$ cat src/rtl/divider_datapath.sv
// -----------------------------------------------------------------------------
// divider_datapath
//
// Register datapath for a restoring long-division unit. It holds the
// (normalised) divisor, the running remainder, the quotient being built and a
// shift count. It executes the init / left / right / sub micro-ops issued by
// the division controller. It returns the four status flags the controller
// branches on.
//
// Division sequence driven by the controller:
//   init                       load operands
//   left  x k                  normalise the divisor until its MSB is set
//   right x (k+1)              one quotient bit per step; sub asserted
//                              whenever divisor <= remainder
//
// Ports
//   clk                  in   1      rising-edge clock
//   reset_n              in   1      synchronous active-low reset
//   dividend             in   WIDTH  operand, sampled only on init
//   divisor              in   WIDTH  operand, sampled only on init
//   init                 in   1      load operands, clear quotient and count
//   left                 in   1      divisor <<1, count +1
//   right                in   1      quotient shift, divisor >>1, count -1
//   sub                  in   1      qualifies right: subtract, shift in a 1
//   quotient             out  WIDTH  quotient register
//   remainder            out  WIDTH  remainder register
//   divisor_is_zero      out  1      divisor register == 0
//   divisor_msb          out  1      divisor register MSB
//   cnt_is_zero          out  1      count == 0
//   dvsr_less_than_dvnd  out  1      divisor register <= remainder (unsigned)
// -----------------------------------------------------------------------------
module divider_datapath #(
  parameter int WIDTH = 8,
  localparam int CW = $clog2(WIDTH)
) (
  input  logic             clk,
  input  logic             reset_n,
  input  logic [WIDTH-1:0] dividend,
  input  logic [WIDTH-1:0] divisor,
  input  logic             init,
  input  logic             left,
  input  logic             right,
  input  logic             sub,
  output logic [WIDTH-1:0] quotient,
  output logic [WIDTH-1:0] remainder,
  output logic             divisor_is_zero,
  output logic             divisor_msb,
  output logic             cnt_is_zero,
  output logic             dvsr_less_than_dvnd
);

  // Architectural state.
  logic [WIDTH-1:0] divisor_reg, divisor_next;
  logic [WIDTH-1:0] rem_reg, rem_next;
  logic [WIDTH-1:0] quotient_reg, quotient_next;
  logic [CW-1:0]    count_reg, count_next;

  // Shift networks, built bit by bit so the fill values are explicit.
  logic [WIDTH-1:0] divisor_shl;   // divisor_reg << 1
  logic [WIDTH-1:0] divisor_shr;   // divisor_reg >> 1
  logic [WIDTH-1:0] quotient_shl;  // {quotient_reg[WIDTH-2:0], sub}

  genvar gi;
  generate
    for (gi = 0; gi < WIDTH; gi++) begin : g_shift
      if (gi == 0) begin : g_lsb
        assign divisor_shl[gi]  = 1'b0;
        assign quotient_shl[gi] = sub;
      end else begin : g_upper
        assign divisor_shl[gi]  = divisor_reg[gi-1];
        assign quotient_shl[gi] = quotient_reg[gi-1];
      end

      if (gi == WIDTH-1) begin : g_msb
        assign divisor_shr[gi] = 1'b0;
      end else begin : g_lower
        assign divisor_shr[gi] = divisor_reg[gi+1];
      end
    end
  endgenerate

  // Status flags come only from registers, so the controller never sees a
  // combinational path from its own micro-op outputs back to its inputs.
  assign divisor_is_zero     = (divisor_reg == '0);
  assign divisor_msb         = divisor_reg[WIDTH-1];
  assign cnt_is_zero         = (count_reg == '0);
  assign dvsr_less_than_dvnd = (divisor_reg <= rem_reg);

  assign quotient  = quotient_reg;
  assign remainder = rem_reg;

  // Micro-op decode. Priority is init > left > right; sub only matters when
  // right is the op being executed.
  always_comb begin
    divisor_next  = divisor_reg;
    rem_next      = rem_reg;
    quotient_next = quotient_reg;
    count_next    = count_reg;

    if (init) begin
      divisor_next  = divisor;
      rem_next      = dividend;
      quotient_next = '0;
      count_next    = '0;
    end else if (left) begin
      // Stop normalising once the MSB is set. A zero divisor would never
      // set it. Refusing the shift in both cases keeps count <= WIDTH-1.
      // It also makes a divide-by-zero sequence harmless.
      if (!divisor_msb && !divisor_is_zero) begin
        divisor_next = divisor_shl;
        count_next   = count_reg + CW'(1);
      end
    end else if (right) begin
      divisor_next  = divisor_shr;
      quotient_next = quotient_shl;
      if (sub) begin
        rem_next = rem_reg - divisor_reg;
      end
      // The final iteration is issued with count already at zero. Hold the
      // count there rather than wrap.
      if (!cnt_is_zero) begin
        count_next = count_reg - CW'(1);
      end
    end
  end

  always_ff @(posedge clk) begin
    if (!reset_n) begin
      divisor_reg  <= '0;
      rem_reg      <= '0;
      quotient_reg <= '0;
      count_reg    <= '0;
    end else begin
      divisor_reg  <= divisor_next;
      rem_reg      <= rem_next;
      quotient_reg <= quotient_next;
      count_reg    <= count_next;
    end
  end

endmodule
$ cat config.mk
export PLATFORM = sky130hd
export DESIGN_NAME = divider_datapath
export DESIGN_NICKNAME = d
export VERILOG_FILES = /design/src/rtl/divider_datapath.sv
export SDC_FILE = /design/constraint.sdc
export NUM_CORES = 1
export LEC_CHECK = 0
export ABC_AREA = 1
export CORE_MARGIN = 2
export CORE_UTILIZATION = 43
export CTS_BUF_LIST = sky130_fd_sc_hd__clkbuf_2
export DETAILED_ROUTE_END_ITERATION = 8
export PLACE_DENSITY = 0.71
export RECOVER_POWER = 25
export SYNTH_ARGS = -nofsm -noshare
export SYNTH_HDL_FRONTEND = slang
export SYNTH_SLANG_ARGS = --single-unit
$ cat constraint.sdc
create_clock -name clk -period 2.7 [get_ports clk]
set_input_delay 0.675 -clock clk [delete_from_list [all_inputs] [get_ports clk]]
set_output_delay 0.675 -clock clk [all_outputs]
set_load 0.01 [all_outputs]
# == Yosys cells after proc, flatten, opt, wreduce, memory -nomap -nowiden ==
# Index checks and enable logic that the tools add are counted.
# totals
regBits,27
wordCells,40
# classes
addsub,3
n_lt_le_gt_ge,1
n_eq_ne,4
mux,12
bitwise_logic,2
reduce_logical,14
# ops
operator,count
2-to-1 mux 8 bit,8
2-to-1 mux 3 bit,4
less-or-equal comparator 8 bit,1
logical NOT 8 bit,1
subtractor 8 bit,1
AND reduction 3 bit,2
nonzero test 2 bit,3
"inequality test 2 bit, second input constant",2
AND reduction 2 bit,2
"adder 3 x 1 -> 3 bit, second input constant",1
logical NOT 3 bit,1
"inequality test 3 x 2 -> 1 bit, second input constant",1
nonzero test 3 bit,1
"subtractor 3 x 1 -> 3 bit, second input constant",1
logical NOT 1 bit,2
"inequality test 2 x 1 -> 1 bit, second input constant",1
inverter 1 bit,2
OR reduction 2 bit,1
logical AND 1 bit,1

# == Longest topological paths before layout ==
# Gate-level depths: netlist of run 1.
# depth
ltp_word,6
mapped_depth,11

# == Worst setup path before layout of run 1 ==
# Ideal clock, no wire load.
# synth_timing
kind,reg-to-output
start,register rem_reg[0] (netlist: remainder[0])
end,output port dvsr_less_than_dvnd
arrival_time_ns,1.320
required_ns,2.025
path_slack_ns,0.705
stages_incl_launch_ff,9
path_buffers,0
path_cell_list,dfxtp_1 > inv_1 > ha_1 > inv_1 > fa_1 > nand2_1 > nand2_1 > nand2_1 > o2111ai_1
# synth_between
elab_chain_len,1
# synth_lines
item,line_no,text
"start, declared",54,"logic [WIDTH-1:0] rem_reg, rem_next;"
"start signal, assigned",135,rem_reg <= rem_next;
less-or-equal comparator 8 bit,87,assign dvsr_less_than_dvnd = (divisor_reg <= rem_reg);
"end, declared",49,output logic dvsr_less_than_dvnd
# Every way passes these cells.

# == Worst setup path in the final report of run 1 ==
# Ends and elaborated chain as after synthesis.

==> results of run 1 <==
power breakdown:
part           total, mW  switching (mW)  leakage (nW)  internal (mW)
Clock              0.155           0.121        0.0164         0.0336
Combinational      0.423           0.230         0.684          0.193
Sequential         0.454          0.0249         0.223          0.429
synth_stat cells, types with 3 or more instances:
cell	instances	area share (%)
buf_6	4	2.6
ha_1	8	5.8
a21oi_1	27	7.8
nand3_1	16	4.6
nand2_1	59	13
inv_1	16	3.5
inv_2	3	0.65
clkinv_1	5	1.1
xnor2_1	3	1.5
o21ai_0	26	7.5
dfxtp_1	27	31
nor2_1	22	4.7
layout make-up:
class                      instances  area (um2)  share of cell area [%]
sequential                        27         544                    24.8
clock inverter                     1        5.00                   0.228
tap                               50        62.6                    2.85
inverter                          26         100                    4.57
multi-input combinational        185        1020                    46.6
clock buffer                       3        15.0                   0.685
timing repair buffer              46         443                    20.2
per-stage QoR:
step | power (mW) | hold slack (ns) | worst slack [ns]
floorplan | 0.745 | 0.475 | 0.705
global placement | 0.878 | 0.463 | 0.232
detailed placement | 0.884 | 0.469 | 0.202
CTS | 1.05 | 0.498 | 0.0314
global route | 1.11 | 0.524 | 0.000489
finish | 1.03 | 0.489 | 0.146
worst max path at each step:
stage / slack, ns / from / to / depth (start not counted)
final: 0.15 / remainder[0]$_SDFFE_PN0P_ / dvsr_less_than_dvnd / 9
after global routing: 0.0005 / remainder[0]$_SDFFE_PN0P_ / dvsr_less_than_dvnd / 9
after CTS: 0.03 / remainder[0]$_SDFFE_PN0P_ / dvsr_less_than_dvnd / 9
after detailed placement: 0.20 / divisor_reg[3]$_SDFFE_PN0P_ / dvsr_less_than_dvnd / 9
after global placement: 0.23 / divisor_reg[3]$_SDFFE_PN0P_ / dvsr_less_than_dvnd / 9
after floorplan: 0.71 / remainder[0]$_SDFFE_PN0P_ / dvsr_less_than_dvnd / 8
timing repair:
item,CTS,global route
setup endpoints to repair,1,1
buffers inserted,1,0
resized for setup,6,2
layer usage:
layer / up-vias / part of all wire, % / global-route usage [%]
met2: 32 / 46 / 32.5
met4: 0 / 0.67 / 5.36
met1: 755 / 48 / 25.7
met3: 2 / 4.6 / 2.00
met5: - / 0 / 0
li1: 893 / - / -
worst max-delay path, cell delays in order (launching register included):
cell       delay [ns]
dfxtp_2          0.38
inv_1            0.05
ha_1             0.13
inv_1            0.06
fa_1             0.40
nand2_1          0.08
nand2_1          0.09
nand2_1          0.07
o2111ai_1        0.12
clkbuf_2         0.15
logic make-up after synthesis:
logic type / count (synthesis) / synth area share [%]
AOI/OAI and AO/OA: 60 / 18.9
DFF: 27 / 31.1
buffers and inverters: 34 / 9.57
and+or+nand+nor: 111 / 30.4
xor gates and xnor gates: 4 / 2.01
adders and majority gates: 10 / 8.06
==> impl_metrics.py, run 1 <==
metrics = {
    "die": {
        "ioPinCount": 42,
        "core.rowCount": 23,
        "dieArea_mm2": 0.00457,
        "die_h_um": 67.6,
        "core_mm2": 0.00394,
        "die_w_um": 67.6,
        "start_util_pct": 44.1,
    },
    "critical_path": {
        "critical_path_required_ns": 2.03,
        "setup.worst_path.start_class": "flop",
        "cp.arrival_ns": 1.88,
        "regToRegStartpoint": "divisor_reg[4]$_SDFFE_PN0P_",
        "cp_max_fo": 3,
        "r2r_setup_slack_ns": 1.05,
        "critPathKind": "reg2out",
        "rr_endpoint": "divisor_reg[7]$_SDFFE_PN0P_",
        "end_kind": "output pin",
        "r2r_cells": 6,
    },
    "cells_and_area": {
        "layout-drive-gt1-share_pct": 10.1,
        "design_area_mm2": 0.00219,
        "final_nets": 321,
        "syn_to_final_growth_pct": 26.0,
        "mostFrequentLayoutCells": "nand2_1 (59), clkdlybuf4s50_1 (38), a21oi_1 (28)",
        "layout_commonest_cell": "nand2_1",
        "stdcell_count": 338,
        "diodes": 0,
        "post-route-util_pct": 55.6,
        "fillerInstances": 387,
    },
    "global_route": {
        "grt_max_degree": 20,
        "grt-ovfl-total": 0,
        "antenna_found_initial": 0,
        "grt_pass1_vias": 1562,
        "grt_first_pass_wirelength_mm": 6.75,
        "grt.total_usage_pct": 19.2,
    },
    "pwr": {
        "power_density_mw_per_mm2": 470,
        "ir_worst_vdd_mv": 0.201,
        "power.leakage_nw": 0.923,
    },
    "clock_tree": {
        "clock-sinks": 27,
        "root_buffer": "clkbuf_2",
        "clk_pin_slew_worst_paths_ns": 0.26,
        "cts_buffers": 3,
        "cts_max_path_buffers": 2,
        "postCtsHoldBufs": 0,
        "clk_latency_ns": 0.35,
        "cts_tree": "done",
        "htreeDepth": 1,
    },
    "placement": {
        "placed_cells": 333,
        "io_buffer_count": 41,
        "place_congestion": 0.858,
        "hpwl_mm": 3.09,
        "placed_area_mm2": 0.00218,
    },
    "status": {
        "status": "finished clean",
    },
    "worst_hold_path": {
        "hold_path.class": "reg2reg",
        "min_to": "quotient[6]$_SDFFE_PP0P_",
        "min_from": "quotient[6]$_SDFFE_PP0P_",
        "hold_path_depth": 2,
    },
    "logic_synthesis": {
        "synth_area_per_cell_um2": 7.07,
        "async_reset_ff_share_pct": 0,
        "seq_area_frac_synth_pct": 31.1,
        "synthCells": 246,
        "yosysWarnings": 0,
        "synth_nets": 278,
        "ys.flop_type": "dfxtp_1",
        "synth_edf_count": 0,
        "ys_types": 36,
        "netlist_area_mm2": 0.00174,
        "ys_ff_latch": 27,
    },
    "drt": {
        "drc": 0,
        "ant_nets": 0,
        "wl_per_cell_um": 11.9,
        "vias_per_cell": 4.98,
        "vias": 1682,
        "drt_iter0_drc": 48,
        "postRouteWirelength_mm": 4.03,
        "drt_pass1_iterations": 4,
    },
    "sta": {
        "post-route-min-period_ns": 2.55,
        "hold_viol": 0,
        "max_slew.worst_pin.slew_ns": 0.615,
        "fin_crit_sh_pct": 94.6,
        "setup_tns_ns": 0,
        "drv_slew": 0,
        "clock_skew_ns": 0.00424,
        "grt_setup_unrepaired": "false",
        "maxSlewHeadroom_pct": 59.0,
        "fmax_ghz": 0.392,
        "report.final.setup_viol": 0,
    },
    "job": {
        "maxCapViolations": 0,
    },
}
No activity file was read; power rests on OpenSTA's default activity.
==> run 2: changes to the inputs <==
--- a/config.mk
+++ b/config.mk
@@ -10,8 +10,9 @@
 export CORE_UTILIZATION = 43
 export CTS_BUF_LIST = sky130_fd_sc_hd__clkbuf_2
 export DETAILED_ROUTE_END_ITERATION = 8
-export PLACE_DENSITY = 0.71
+export PLACE_DENSITY = 0.75
 export RECOVER_POWER = 25
+export SKIP_CTS_REPAIR_TIMING = 1
 export SYNTH_ARGS = -nofsm -noshare
 export SYNTH_HDL_FRONTEND = slang
 export SYNTH_SLANG_ARGS = --single-unit
==> run 2 against run 1 <==
  * Wire length down 1.4%
  * Global-route usage shrank 0.72 points
  * Count of clock-buffer cells in the layout is the same
  * Critical path depth fell by 2
  * Highest routed layer unchanged
  * First-iteration DRC count rose by 48%
  * Clock skew is 0.0095 ns higher
  * Die area is the same
  * Sequential power barely moved
  * Worst setup slack better by 0.024 ns
  * Final cell count is 0.59% lower
==> impl_metrics.py, run 2 (synthesis results as in run 1) <==
metrics = {
    "critical_path": {
        "path_buf_inv": 2,
        "cpLargestDelayFamily": "flip-flops",
        "critPathKind": "reg2out",
        "end_kind": "output pin",
        "cp.arrival_ns": 1.86,
        "slowest_stage": "dfxtp_1",
        "rr_endpoint": "divisor_reg[2]$_SDFFE_PN0P_",
        "setup.worst_path.start_class": "flop",
        "slowest_delay_ns": 0.42,
        "crit_chain": "clkinv_1 > ha_1 > nand2_1 > nor2_1 > nand4_1 > o2111ai_1 > clkbuf_2",
        "r2r_cells": 6,
        "r2r_setup_slack_ns": 1.05,
        "critical_path_required_ns": 2.03,
        "regToRegStartpoint": "divisor_reg[6]$_SDFFE_PN0P_",
        "cp_max_fo": 6,
    },
    "pwr": {
        "power_density_mw_per_mm2": 474,
        "ir_worst_vdd_mv": 0.186,
        "power.leakage_nw": 0.920,
        "power_mw": 1.04,
    },
    "placement": {
        "placed_area_mm2": 0.00217,
        "place_congestion": 0.857,
        "io_buffer_count": 41,
        "hpwl_mm": 3.04,
        "placed_cells": 332,
        "dp_worst_setup_slack_ns": 0.197,
    },
    "status": {
        "status": "finished clean",
    },
    "cells_and_area": {
        "fillerInstances": 393,
        "layout-drive-gt1-share_pct": 10.5,
        "diodes": 0,
        "stdcell_count": 336,
        "syn_to_final_growth_pct": 25.8,
        "final_nets": 319,
        "multiInputGateArea_mm2": 0.00103,
        "regArea_um2": 546,
        "design_area_mm2": 0.00219,
        "layout_commonest_cell": "nand2_1",
        "mostFrequentLayoutCells": "nand2_1 (59), clkdlybuf4s50_1 (38), a21oi_1 (28)",
    },
    "global_route": {
        "grt_first_pass_wirelength_mm": 6.51,
        "grt_pass1_vias": 1461,
        "grt.total_usage_pct": 18.5,
        "antenna_found_initial": 0,
        "grt_max_degree": 21,
        "grt-ovfl-total": 0,
    },
    "die": {
        "die_h_um": 67.6,
        "die_w_um": 67.6,
        "dieArea_mm2": 0.00457,
        "core_mm2": 0.00394,
        "core.rowCount": 23,
        "start_util_pct": 44.1,
        "ioPinCount": 42,
    },
    "sta": {
        "report.final.setup_viol": 0,
        "fmax_ghz": 0.395,
        "maxSlewHeadroom_pct": 53.5,
        "max_slew.worst_pin.slew_ns": 0.698,
        "drv_slew": 0,
        "fin_crit_sh_pct": 93.7,
        "post-route-min-period_ns": 2.53,
        "hold_viol": 0,
        "setup_slack_ns": 0.170,
        "clock_skew_ns": 0.0138,
        "setup_tns_ns": 0,
        "grt_setup_unrepaired": "false",
    },
    "clock_tree": {
        "clock-sinks": 27,
        "cts_buffers": 3,
        "cts_tree": "done",
        "clk_latency_ns": 0.37,
        "clk_pin_slew_worst_paths_ns": 0.28,
        "root_buffer": "clkbuf_2",
        "cts_max_path_buffers": 2,
        "htreeDepth": 1,
    },
    "drt": {
        "drt_pass1_iterations": 4,
        "vias": 1661,
        "vias_per_cell": 4.94,
        "ant_nets": 0,
        "drc": 0,
        "wl_per_cell_um": 11.8,
        "drt_iter0_drc": 71,
        "postRouteWirelength_mm": 3.98,
    },
    "worst_hold_path": {
        "hold_path_depth": 2,
        "min_from": "quotient[6]$_SDFFE_PP0P_",
        "hold_path.class": "reg2reg",
        "min_to": "quotient[7]$_SDFFE_PP0P_",
    },
    "job": {
        "maxCapViolations": 0,
    },
}
-- run 2: final cells by class --
class	instances	area share, %
timing repair buffer	44	19.6
clock buffer	3	0.686
clock inverter	1	0.229
sequential	27	24.9
multi-input combinational	185	47.1
tap	50	2.86
inverter	26	4.58
-- run 2: power by group --
| group | total (mW) | internal [mW] | switching, mW |
|---|---|---|---|
| logic | 0.420 | 0.192 | 0.228 |
| clock network | 0.163 | 0.0336 | 0.129 |
| registers | 0.454 | 0.429 | 0.0250 |
-- run 2: through the flow --
step                util, %  hold WS (ns)
floorplan                 -         0.475
global placement       55.0         0.463
detailed placement     55.0         0.465
CTS                    55.5         0.494
global route           55.5         0.519
finish                 55.5         0.489
-- run 2: worst max-delay path by stage --
stage | start | end | depth (start not counted)
finish | divisor_reg[5]$_SDFFE_PN0P_ | dvsr_less_than_dvnd | 7
global route | divisor_reg[5]$_SDFFE_PN0P_ | dvsr_less_than_dvnd | 7
CTS | divisor_reg[3]$_SDFFE_PN0P_ | dvsr_less_than_dvnd | 9
detailed placement | divisor_reg[3]$_SDFFE_PN0P_ | dvsr_less_than_dvnd | 9
global placement | divisor_reg[3]$_SDFFE_PN0P_ | dvsr_less_than_dvnd | 9
floorplan | remainder[0]$_SDFFE_PN0P_ | dvsr_less_than_dvnd | 8
-- run 2: routing by layer --
layer / up-vias / GRT usage [%] / part of all wire (%)
met5: - / 0 / 0
met1: 732 / 26.3 / 47
met3: 2 / 1.17 / 4.8
met2: 38 / 29.7 / 47
met4: 0 / 5.61 / 0.86
li1: 889 / - / -
-- run 2: worst min-delay path: stages (launching register included) --
cell     delay [ns]
dfxtp_1        0.38
inv_1          0.06
a21oi_1        0.05
